$ cat config.mk
export PLATFORM = sky130hd
export DESIGN_NAME = fetch_queue
export DESIGN_NICKNAME = d
export VERILOG_FILES = /design/src/rtl/fetch_queue.sv
export SDC_FILE = /design/constraint.sdc
export NUM_CORES = 1
export LEC_CHECK = 0
export ABC_AREA = 1
export CORE_UTILIZATION = 50
export CTS_BUF_LIST = sky130_fd_sc_hd__clkbuf_8
export DETAILED_ROUTE_END_ITERATION = 10
export GPL_TIMING_DRIVEN = 0
export HOLD_SLACK_MARGIN = 0.05
export PLACE_DENSITY = 0.75
export SYNTH_ARGS = -nofsm -noshare
export SYNTH_HDL_FRONTEND = slang
export SYNTH_SLANG_ARGS = --single-unit
$ cat constraint.sdc
create_clock -name clk -period 4.6 [get_ports clk]
set_input_delay 0.69 -clock clk [delete_from_list [all_inputs] [get_ports clk]]
set_output_delay 0.69 -clock clk [all_outputs]
set_load 0.1 [all_outputs]
$ cat src/rtl/fetch_queue.sv
// rtl/fetch_queue.sv - 6502 instruction prefetch FIFO with whole-instruction assembly and redirect flush
module fetch_queue #(
  parameter int ADDR_WIDTH = 16,
  parameter int DATA_WIDTH = 8,
  parameter int QDEPTH = 4,
  parameter logic [ADDR_WIDTH-1:0] RESET_PC = 16'h8000
) (
  input  logic                    clk,
  input  logic                    reset_n,
  output logic                    mem_req,
  output logic [ADDR_WIDTH-1:0]   mem_addr,
  input  logic [DATA_WIDTH-1:0]   mem_rdata,
  input  logic                    mem_ack,
  input  logic                    redirect,
  input  logic [ADDR_WIDTH-1:0]   redirect_pc,
  output logic                    instr_valid,
  input  logic                    instr_ready,
  output logic [DATA_WIDTH-1:0]   instr_opcode,
  output logic [2*DATA_WIDTH-1:0] instr_operand,
  output logic [1:0]              instr_len,
  output logic [ADDR_WIDTH-1:0]   instr_pc,
  output logic [$clog2(QDEPTH):0] q_count
);
  localparam int PW = $clog2(QDEPTH);
  localparam int CW = PW + 1;
  localparam logic [CW-1:0] FULL = CW'(QDEPTH);
  localparam logic [DATA_WIDTH-1:0] ZERO_BYTE = '0;

  typedef enum logic {IDLE, WAIT} fetch_state_t;

  fetch_state_t state, state_next;
  logic [ADDR_WIDTH-1:0] fetch_pc, fetch_pc_next, mem_addr_next;
  logic discard, discard_next;

  logic [DATA_WIDTH-1:0] q_data [QDEPTH];
  logic [ADDR_WIDTH-1:0] q_addr [QDEPTH];
  logic [PW-1:0] wr_ptr, rd_ptr, rd_ptr1, rd_ptr2;
  logic [DATA_WIDTH-1:0] head, byte1, byte2;
  logic [1:0] head_len;
  logic push, pop;
  logic [CW-1:0] count_next;

  function automatic logic [1:0] decode_len(input logic [DATA_WIDTH-1:0] o);
    logic [1:0] cc;
    logic [2:0] bbb;
    logic [1:0] len;
    cc = o[1:0];
    bbb = o[4:2];
    len = 2'd2;
    if (cc == 2'b11) begin
      len = 2'd1;
    end else if (cc == 2'b01) begin
      if (bbb == 3'b011 || bbb == 3'b110 || bbb == 3'b111) len = 2'd3;
    end else begin
      case (bbb)
        // BRK/RTI/RTS are single byte, JSR carries an absolute address
        3'b000: begin
          if (o == DATA_WIDTH'(8'h20)) len = 2'd3;
          else if (o == DATA_WIDTH'(8'h00) || o == DATA_WIDTH'(8'h40) || o == DATA_WIDTH'(8'h60)) len = 2'd1;
        end
        3'b011, 3'b111: len = 2'd3;
        3'b010, 3'b110: len = 2'd1;
        3'b100: if (cc == 2'b10) len = 2'd1;
        default: len = 2'd2;
      endcase
    end
    return len;
  endfunction

  assign rd_ptr1  = rd_ptr + PW'(1);
  assign rd_ptr2  = rd_ptr + PW'(2);
  assign head     = q_data[rd_ptr];
  assign byte1    = q_data[rd_ptr1];
  assign byte2    = q_data[rd_ptr2];
  assign head_len = decode_len(head);

  assign mem_req    = (state == WAIT);
  assign pop        = !redirect && (!instr_valid || instr_ready) && (q_count >= CW'(head_len));
  assign push       = (state == WAIT) && mem_ack && !discard && !redirect;
  assign count_next = redirect ? '0 : q_count + CW'(push) - (pop ? CW'(head_len) : '0);

  always_comb begin
    state_next    = state;
    fetch_pc_next = fetch_pc;
    mem_addr_next = mem_addr;
    discard_next  = discard;
    case (state)
      IDLE: begin
        if (redirect) fetch_pc_next = redirect_pc;
        if (redirect || q_count < FULL) begin
          state_next    = WAIT;
          mem_addr_next = fetch_pc_next;
        end
      end
      WAIT: begin
        if (mem_ack) begin
          discard_next = 1'b0;
          if (redirect) fetch_pc_next = redirect_pc;
          else if (!discard) fetch_pc_next = fetch_pc + ADDR_WIDTH'(1);
          if (count_next < FULL) mem_addr_next = fetch_pc_next;
          else state_next = IDLE;
        end else if (redirect) begin
          // request already on the bus: keep it stable and throw its data away
          discard_next  = 1'b1;
          fetch_pc_next = redirect_pc;
        end
      end
      default: state_next = IDLE;
    endcase
  end

  always_ff @(posedge clk) begin
    if (!reset_n) begin
      state         <= IDLE;
      fetch_pc      <= RESET_PC;
      mem_addr      <= RESET_PC;
      discard       <= 1'b0;
      wr_ptr        <= '0;
      rd_ptr        <= '0;
      q_count       <= '0;
      instr_valid   <= 1'b0;
      instr_opcode  <= '0;
      instr_operand <= '0;
      instr_len     <= '0;
      instr_pc      <= '0;
      for (int i = 0; i < QDEPTH; i++) begin
        q_data[i] <= '0;
        q_addr[i] <= '0;
      end
    end else begin
      state    <= state_next;
      fetch_pc <= fetch_pc_next;
      mem_addr <= mem_addr_next;
      discard  <= discard_next;
      q_count  <= count_next;
      if (redirect) begin
        wr_ptr <= '0;
        rd_ptr <= '0;
      end else begin
        if (push) begin
          q_data[wr_ptr] <= mem_rdata;
          q_addr[wr_ptr] <= mem_addr;
          wr_ptr         <= wr_ptr + PW'(1);
        end
        if (pop) rd_ptr <= rd_ptr + PW'(head_len);
      end
      if (redirect) begin
        instr_valid <= 1'b0;
      end else if (pop) begin
        instr_valid   <= 1'b1;
        instr_opcode  <= head;
        instr_operand <= {(head_len == 2'd3) ? byte2 : ZERO_BYTE,
                          (head_len != 2'd1) ? byte1 : ZERO_BYTE};
        instr_len     <= head_len;
        instr_pc      <= q_addr[rd_ptr];
      end else if (instr_ready) begin
        instr_valid <= 1'b0;
      end
    end
  end
endmodule

# Word level (Yosys, flattened, before mapping)
# Memory sizes are Yosys's and may differ from the RTL's. A register that Yosys moved wholly into a read port is not among the register bits.
# Cells that the tools add are included.
# Widths: inputs -> output; s select.
word_totals:
  reg_bits: 68
  ram_bits: 96
  in_bits: 29
  output_inout_bits: 63
  word_cells: 110
  memories: 2
memory_table:
  columns: ["name", "depth", "width", "read_ports", "rd_clocked_by_memory_dff", "write_ports", "line", "text"]
  rows:
  - ["q_addr", 4, 16, 1, 1, 4, "36", "logic [ADDR_WIDTH-1:0] q_addr [QDEPTH];"]
  - ["q_data", 4, 8, 3, 1, 4, "35", "logic [DATA_WIDTH-1:0] q_data [QDEPTH];"]
classes:
  n_addsub: 7
  n_lt_le_gt_ge: 3
  eq_ne: 16
  n_mux: 41
  bitwise: 3
  n_reduce_logical: 27
op_table:
  columns: ["operator", "n"]
  rows:
  - ["$mux 16", 8]
  - ["$pmux 16 s2", 2]
  - ["$mux 8", 3]
  - ["$mux 2", 10]
  - ["$add 16x1->16 const B", 1]
  - ["$eq 8x7->1 const B", 2]
  - ["$reduce_or 16->1", 1]
  - ["$mux 1", 15]
  - ["$eq 3x3->1 const B", 3]
  - ["$eq 8x6->1 const B", 1]
  - ["$logic_not 8->1", 1]
  - ["$pmux 2 s4", 1]
  - ["$reduce_or 8->1", 1]
  - ["$eq 2x2->1 const B", 3]
  - ["$eq 3x2->1 const B", 2]
  - ["$logic_or 1x1->1", 6]
  - ["$lt 3x3->1 const B", 2]
  - ["$reduce_or 2->1", 3]
  - ["$logic_and 1x1->1", 5]
  - ["$add 2x1->2 const B", 2]
  - ["$logic_not 1->1", 4]
  - ["$ne 2x1->1 const B", 2]
  - ["$ne 2x2->1 const B", 2]
  - ["$reduce_and 2->1", 2]
  - ["12 further kinds", 15]

# Longest topological paths before layout
# Gate-level depths: netlist of the first run.
depth:
  word_depth: 17
  mapped_depth: 36
  ltp_nobuf: 33

# Worst setup path before layout of the first run
# OpenSTA, ideal clock, no wires.
synth_timing:
  path_type: "reg-to-reg"
  start: "register (tool-made name)"
  end: "register mem_addr[10]"
  setup_ps: 119
  arrival_ps: 4390
  t_required_ps: 4481
  setup_slack_ps: 91
  path_stages_with_launch: 33
  path_buffers: 5
  period_less_slack_ps: 4509
  cell_sequence: "dfxtp_1 buf_6 buf_2 nand2_1 nand3_1 nand2_2 nand3_2 nor2_2 nand2_1 nand2_1 nand2_1 nand3_1 and2_1 buf_6 ha_1 o21ai_0 nand2_1 nand3_1 inv_2 buf_1 nand2_1 inv_1 ha_1 inv_1 ha_1 fa_1 nor2_1 o21ai_1 a21oi_2 inv_2 clkbuf_1 a211oi_1 nor2_1"
synth_lines:
  columns: ["item", "line", "text"]
  rows:
  - ["end signal, assigned", "133", "mem_addr <= mem_addr_next;"]
  - ["end, declared", "11", "output logic [ADDR_WIDTH-1:0] mem_addr,"]

==> results.py, run 1 <==
metrics = {
    "cts": {
        "cts_sinks": 182,
        "cts_buffers": 17,
        "clk_path_buf_depth": 2,
        "clkLatencyLatePin_ns": 0.47,
        "cts_root_buf": "clkbuf_8",
        "htree_levels": 4,
        "holdBufCountCts": 0,
        "clk_pin_slew_ns": 0.10,
        "cts_tree": "yes",
    },
    "placement": {
        "finalWeightedCongestion": 0.943,
        "numPortBuffers": 91,
        "hpwl_um": 17200,
        "dpl.cell_count": 1352,
    },
    "cells_and_area": {
        "num_antenna_cells": 0,
        "area_growth_pct": 24.3,
        "layout-drive-gt1-share_pct": 11.7,
        "instances_no_fill": 1404,
        "layout.nets": 1208,
        "nFillCells": 1403,
        "utilization_pct": 63.9,
    },
    "timing": {
        "tns_ns": 0,
        "max_freq_mhz": 225,
        "clock_skew_ns": 0.0182,
        "finalCriticalPeriod_ns": 4.45,
        "drv_slew": 0,
        "hold_viol": 0,
        "setup_violations": 0,
        "holdWs_ns": 0.488,
        "timing.final.crit_share_pct": 96.7,
        "slew-limit-headroom_pct": 34.1,
        "tightest_slew_ns": 0.985,
    },
    "route": {
        "route.detailed.drc": 0,
        "drtAntennaViolNets": 0,
        "dr.pass1.iters": 5,
        "drt_wl_total_um": 23200,
        "wl_per_cell_um": 16.5,
        "drtIter0Drc": 676,
        "vias_per_cell": 5.37,
        "via_count": 7537,
    },
    "synth": {
        "synthTopCellsByArea": "edfxtp_1 (34%), dfxtp_1 (20%), nor2_1 (8.4%)",
        "synth.yosys.seq_area_share_pct": 53.9,
        "yosysWarnings": 0,
        "yosysTopAreaCellShare_pct": 33.7,
        "syn-num-nets": 1074,
        "syn-mean-instance-area_um2": 8.24,
        "synth-seq-cells": 182,
        "syn_area_um2": 8550,
        "syn_inst": 1037,
        "yosysTopAreaCell": "edfxtp_1",
        "ys_types": 44,
    },
    "global_routing": {
        "grt-ovfl-total": 0,
        "grt_usage_pct": 27.3,
        "grt_max_degree": 18,
        "grt_pass1_vias": 6966,
        "grt_pass1_wl_um": 37200,
        "antenna_found_initial": 0,
    },
    "worst_setup_path": {
        "crit_buf_inv": 9,
        "critPathKind": "flip-flop to flip-flop",
        "required_ns": 4.93,
        "max_stage_delay_ns": 0.39,
        "cp_top_family": "simple AND/OR/NAND/NOR gates",
        "arrival_ns": 4.77,
        "critPathSlowestCell": "fa_2",
        "cp_max_fo": 10,
        "critPathCaptureType": "flip-flop",
        "start_kind": "flip-flop",
    },
    "power_and_ir_drop": {
        "p_sw_uw": 3370,
        "netSwitchingFraction_pct": 49.4,
        "power_frac_seq_pct": 31.0,
        "worst_ir_drop_vdd_mv": 0.561,
        "p_leak_uw": 0.00417,
        "p_comb_share_pct": 53.9,
        "clock_power_share_pct": 15.2,
        "intPower_uw": 3450,
        "power.density_nw_per_um2": 642,
    },
    "floorplan": {
        "num_io_pins": 92,
        "row_count": 47,
        "die_x_um": 133,
        "die_area_um2": 17600,
        "die_y_um": 133,
        "core_area_um2": 16600,
        "start_util_pct": 51.4,
    },
    "worst_hold_path": {
        "hp-class": "flip-flop to flip-flop",
    },
    "outcome": {
        "status": "finished, final reports clean",
    },
    "job": {
        "maxCapViolCount": 0,
    },
}
==> cell families (layout without fill, tap and decap cells) <==
| kind of cell | after synthesis | in the layout | share of synthesized area, % |
|---|---|---|---|
| buffers and inverters | 172 | 319 | 8.02 |
| AOI/OAI and AO/OA | 259 | 259 | 16.7 |
| xor gates and xnor gates | 1 | 1 | 0.102 |
| and+or+nand+nor | 414 | 414 | 20.0 |
| muxes | 1 | 1 | 0.117 |
| adders and majority gates | 8 | 8 | 1.26 |
| DFF | 182 | 182 | 53.9 |
==> worst reg2reg max path: cells and delay by family, from the launching register on <==
family                   cells  cell delay (ns)
AO/OA/AOI/OAI                5             0.65
adder cells (fa/ha/maj)      4             1.05
buffers and inverters        9             0.93
flip-flops                   1             0.35
AND/OR/NAND/NOR             14             1.34
==> worst paths after layout <==
kind           startpoint            to  slack, ns  cells past startpoint
max             flip-flop   mem_addr[8]       0.15                     32
min          instr_len[1]  instr_len[1]       0.49                      2
min reg2reg  instr_len[1]  instr_len[1]       0.49                      2
max reg2reg     flip-flop   mem_addr[8]       0.15                     32
==> placed cells by master (no fill, tap or decap), types with 3 or more instances in the layout <==
cell type,n
clkbuf_1,43
o21ai_0,116
nand3b_1,7
buf_4,21
nand3_2,9
o211ai_1,19
a21oi_2,5
nor3_1,7
edfxtp_1,96
nand3_1,19
clkdlybuf4s50_1,91
nand2_1,144
nand4_1,3
buf_6,3
clkinv_4,3
clkinv_1,3
a211oi_1,5
clkinvlp_4,3
nand2_4,5
o21ai_1,4
a211oi_2,5
inv_1,98
buf_1,4
inv_8,4
inv_2,12
nand2_2,14
buf_8,5
nor4_1,3
a21oi_1,64
a31oi_1,18
ha_1,5
o22ai_1,10
dfxtp_1,85
nor2_1,191
o21ai_2,5
clkbuf_8,17
==> power groups by stage <==
| stage | combinational, µW | sequential [µW] | clock, µW |
|---|---|---|---|
| floorplan | 1210 | 3300 | 0 |
| global placement | 3160 | 2140 | 0 |
| detailed placement | 3200 | 2140 | 0 |
| CTS | 3360 | 2110 | 1040 |
| global route | 3920 | 2140 | 1100 |
| finish | 3680 | 2110 | 1040 |
==> Yosys cell counts, drive strengths merged <==
cell type and instances:
buf 13, dfxtp 86, mux2i 1, o31ai 1, a31oi 18, nor3b 2
clkinv 1, nand3 29, a21oi 70, nor2 195, and2 1, nand4 3
clkbuf 45, xnor2 1, a211oi 10, edfxtp 96, nor3 8, or2 2
nand3b 7, inv 113, a22o 1, o21a 2, o22ai 10, o211ai 19
ha 7, nor4 4, fa 1, o21ai 126, nand2 163, a22oi 2
==> final cells by class <==
type	count	area [µm²]	area share [%]
Multi-Input combinational cell	683	3470	32.7
Inverter	114	450	4.24
Clock inverter	15	135	1.27
Buffer	56	287	2.70
Clock buffer	17	234	2.20
Tap cell	220	275	2.59
Timing Repair Buffer	117	1170	11.0
Sequential cell	182	4610	43.3
==> metal layers <==
layer | vias to the layer above | global-route usage (%) | part of all wire (%)
li1 | 3740 | - | -
met1 | 3438 | 38.9 | 45
met2 | 330 | 42.5 | 45
met3 | 29 | 5.10 | 8.5
met4 | 0 | 7.79 | 1.6
met5 | - | 0 | 0
==> what timing repair did <==
action                                  4_1_cts  5_1_grt
pin swaps                                     7       18
cloned                                        0        1
endpoints found under the setup margin       18       17
setup buffers                                 6       15
resized for setup                            27       56
==> sequential cells by signal, summed over array words and instances, names as in the netlist, 3 cells and up, named ones only <==
name / count
q_addr: 64
q_data: 32
fetch_pc: 16
instr_operand: 16
instr_pc: 16
mem_addr: 16
instr_opcode: 8
q_count: 3
==> stage by stage <==
| step | area, µm² | setup WS, ns | total power, µW |
|---|---|---|---|
| 2_1_floorplan | 8550 | 0.0907 | 4510 |
| 3_3_place_gp | 9730 | -1.26 | 5300 |
| 3_5_place_dp | 9820 | -1.29 | 5340 |
| 4_1_cts | 10300 | 0.00379 | 6510 |
| 5_1_grt | 10600 | -0.0133 | 7150 |
| 6_report | 10600 | 0.152 | 6830 |
Power figures use the tool's default switching activity.
==> run 2, diff against run 1 <==
- PLACE_DENSITY: 0.75 -> 0.76
==> results.py, run 2 (synthesis results as in run 1) <==
metrics = {
    "job": {
        "maxCapViolCount": 0,
    },
    "worst_hold_path": {
        "hold_path_depth": 2,
        "min_from": "instr_len[1]",
        "hold_end": "instr_len[1]",
        "hp-class": "flip-flop to flip-flop",
    },
    "cts": {
        "htree_levels": 4,
        "cts_buffers": 17,
        "cts_sinks": 182,
        "cts_tree": "yes",
        "clk_pin_slew_ns": 0.10,
        "clk_path_buf_depth": 2,
        "clkLatencyLatePin_ns": 0.49,
        "cts_root_buf": "clkbuf_8",
    },
    "timing": {
        "finalCriticalPeriod_ns": 4.39,
        "drv_slew": 0,
        "slew-limit-headroom_pct": 34.0,
        "timing.final.crit_share_pct": 95.5,
        "setup_violations": 0,
        "hold_viol": 0,
        "clock_skew_ns": 0.0195,
        "tightest_slew_ns": 0.988,
        "max_freq_mhz": 228,
    },
    "floorplan": {
        "start_util_pct": 51.4,
        "die_y_um": 133,
        "row_count": 47,
        "num_io_pins": 92,
        "die_x_um": 133,
        "core_area_um2": 16600,
        "die_area_um2": 17600,
    },
    "worst_setup_path": {
        "start_kind": "flip-flop",
        "critPathSlowestCell": "fa_2",
        "critPathKind": "flip-flop to flip-flop",
        "cp_max_fo": 10,
        "timing.rr.end": "mem_addr[0]",
        "required_ns": 4.97,
        "reg2reg_setup_slack_ns": 0.21,
        "arrival_ns": 4.76,
        "reg2reg_depth": 33,
        "max_stage_delay_ns": 0.39,
        "path_common_cell": "nand2_1",
        "critPathCaptureType": "flip-flop",
    },
    "power_and_ir_drop": {
        "p_leak_uw": 0.00414,
        "clock_power_share_pct": 16.9,
        "p_sw_uw": 3370,
        "power_frac_seq_pct": 31.0,
        "netSwitchingFraction_pct": 49.3,
        "intPower_uw": 3460,
        "worst_ir_drop_vdd_mv": 0.413,
        "p_comb_share_pct": 52.1,
        "power.density_nw_per_um2": 648,
        "p_total_uw": 6820,
    },
    "placement": {
        "hpwl_um": 17200,
        "numPortBuffers": 91,
        "finalWeightedCongestion": 0.941,
    },
    "route": {
        "via_count": 7571,
        "dr.pass1.iters": 5,
        "drt_wl_total_um": 23300,
        "vias_per_cell": 5.40,
        "drtIter0Drc": 702,
        "drtAntennaViolNets": 0,
        "wl_per_cell_um": 16.6,
        "route.detailed.drc": 0,
    },
    "cells_and_area": {
        "nFillCells": 1405,
        "layout-drive-gt1-share_pct": 9.99,
        "regMostFlops": "q_addr",
        "layout.nets": 1205,
        "final_cell_mix": "nor2_1 (191), nand2_1 (151), o21ai_0 (119)",
        "final_common_cell": "nor2_1",
        "area_growth_pct": 23.1,
        "largest_reg_flops": 64,
        "top_regs": "q_addr x64, q_data x32",
        "utilization_pct": 63.2,
        "num_antenna_cells": 0,
    },
    "global_routing": {
        "grt_pass1_vias": 6990,
        "antenna_found_initial": 1,
        "grt_usage_pct": 27.5,
        "grt-ovfl-total": 0,
        "grt_pass1_wl_um": 37200,
        "grt_max_degree": 19,
    },
    "outcome": {
        "status": "finished, final reports clean",
    },
}
[run 2: cell type report]
class	instances	area [µm²]	area share [%]
clock buffers	17	234	2.22
clock inverters	15	189	1.80
inverters	114	445	4.23
flip-flops and latches	182	4610	43.8
plain buffers	57	279	2.65
well taps	220	275	2.62
multi-input cells	683	3370	32.1
repair buffers	113	1120	10.6
[run 2: what timing repair did]
item                       4_1_cts  5_1_grt
gates resized for setup         24       21
hold buffers                     0        0
setup endpoints to repair       18       17
gates cloned                     1        0
buffers inserted                 7       10
pin swaps                        8        8
[run 2: metrics by stage]
stage | instances | setup slack (ns) | hold slack, ns | TNS, ns | area [µm²]
floorplan | 1037 | 0.0907 | 0.467 | 0 | 8550
global placement | 1348 | -1.20 | 0.472 | -47.96 | 9730
detailed placement | 1352 | -1.25 | 0.460 | -18.40 | 9820
CTS | 1392 | 0.0142 | 0.482 | 0 | 10400
global route | 1401 | -0.00491 | 0.521 | -0.00607 | 10500
finish | 1401 | 0.208 | 0.483 | 0 | 10500
[run 2: how the worst max path moves through the flow]
stage / end / slack (ns) / start / cells after the start
3_3_place_gp: mem_addr[10] / -1.20 / flip-flop / 33
4_1_cts: mem_addr[6] / 0.01 / flip-flop / 35
6_report: mem_addr[0] / 0.21 / flip-flop / 33
5_1_grt: mem_addr[9] / -0.005 / flip-flop / 33
3_5_place_dp: mem_addr[10] / -1.25 / flip-flop / 33
2_1_floorplan: mem_addr[10] / 0.09 / flip-flop / 32
[run 2: power by group through the flow]
stage          clock network, µW  registers, µW  logic [µW]
2_1_floorplan                  0           3300        1210
3_3_place_gp                   0           2140        3160
3_5_place_dp                   0           2140        3200
4_1_cts                     1160           2110        3380
5_1_grt                     1220           2140        3790
6_report                    1150           2120        3550
[run 2: routing by layer]
metal  up-vias  share of wire [%]  track usage (%)
met4         2                1.6             8.49
met5         -              0.056                0
met1      3468                 46             38.5
li1       3726                  -                -
met2       341                 45             42.3
met3        34                8.1             6.21
[run 2: worst max-delay path: cells and delay by family (launching register included)]
family,cells,cell delay (ns)
flops,1,0.36
fa+ha+maj,4,1.05
buf+inv,10,0.90
simple gates,14,1.30
compound gates,5,0.64
==> run 3, diff against run 2 <==
- HOLD_SLACK_MARGIN: 0.05 -> 0.12
==> results of run 3 <==
No change in the layout: final DEF, timing and power equal those of run 2.
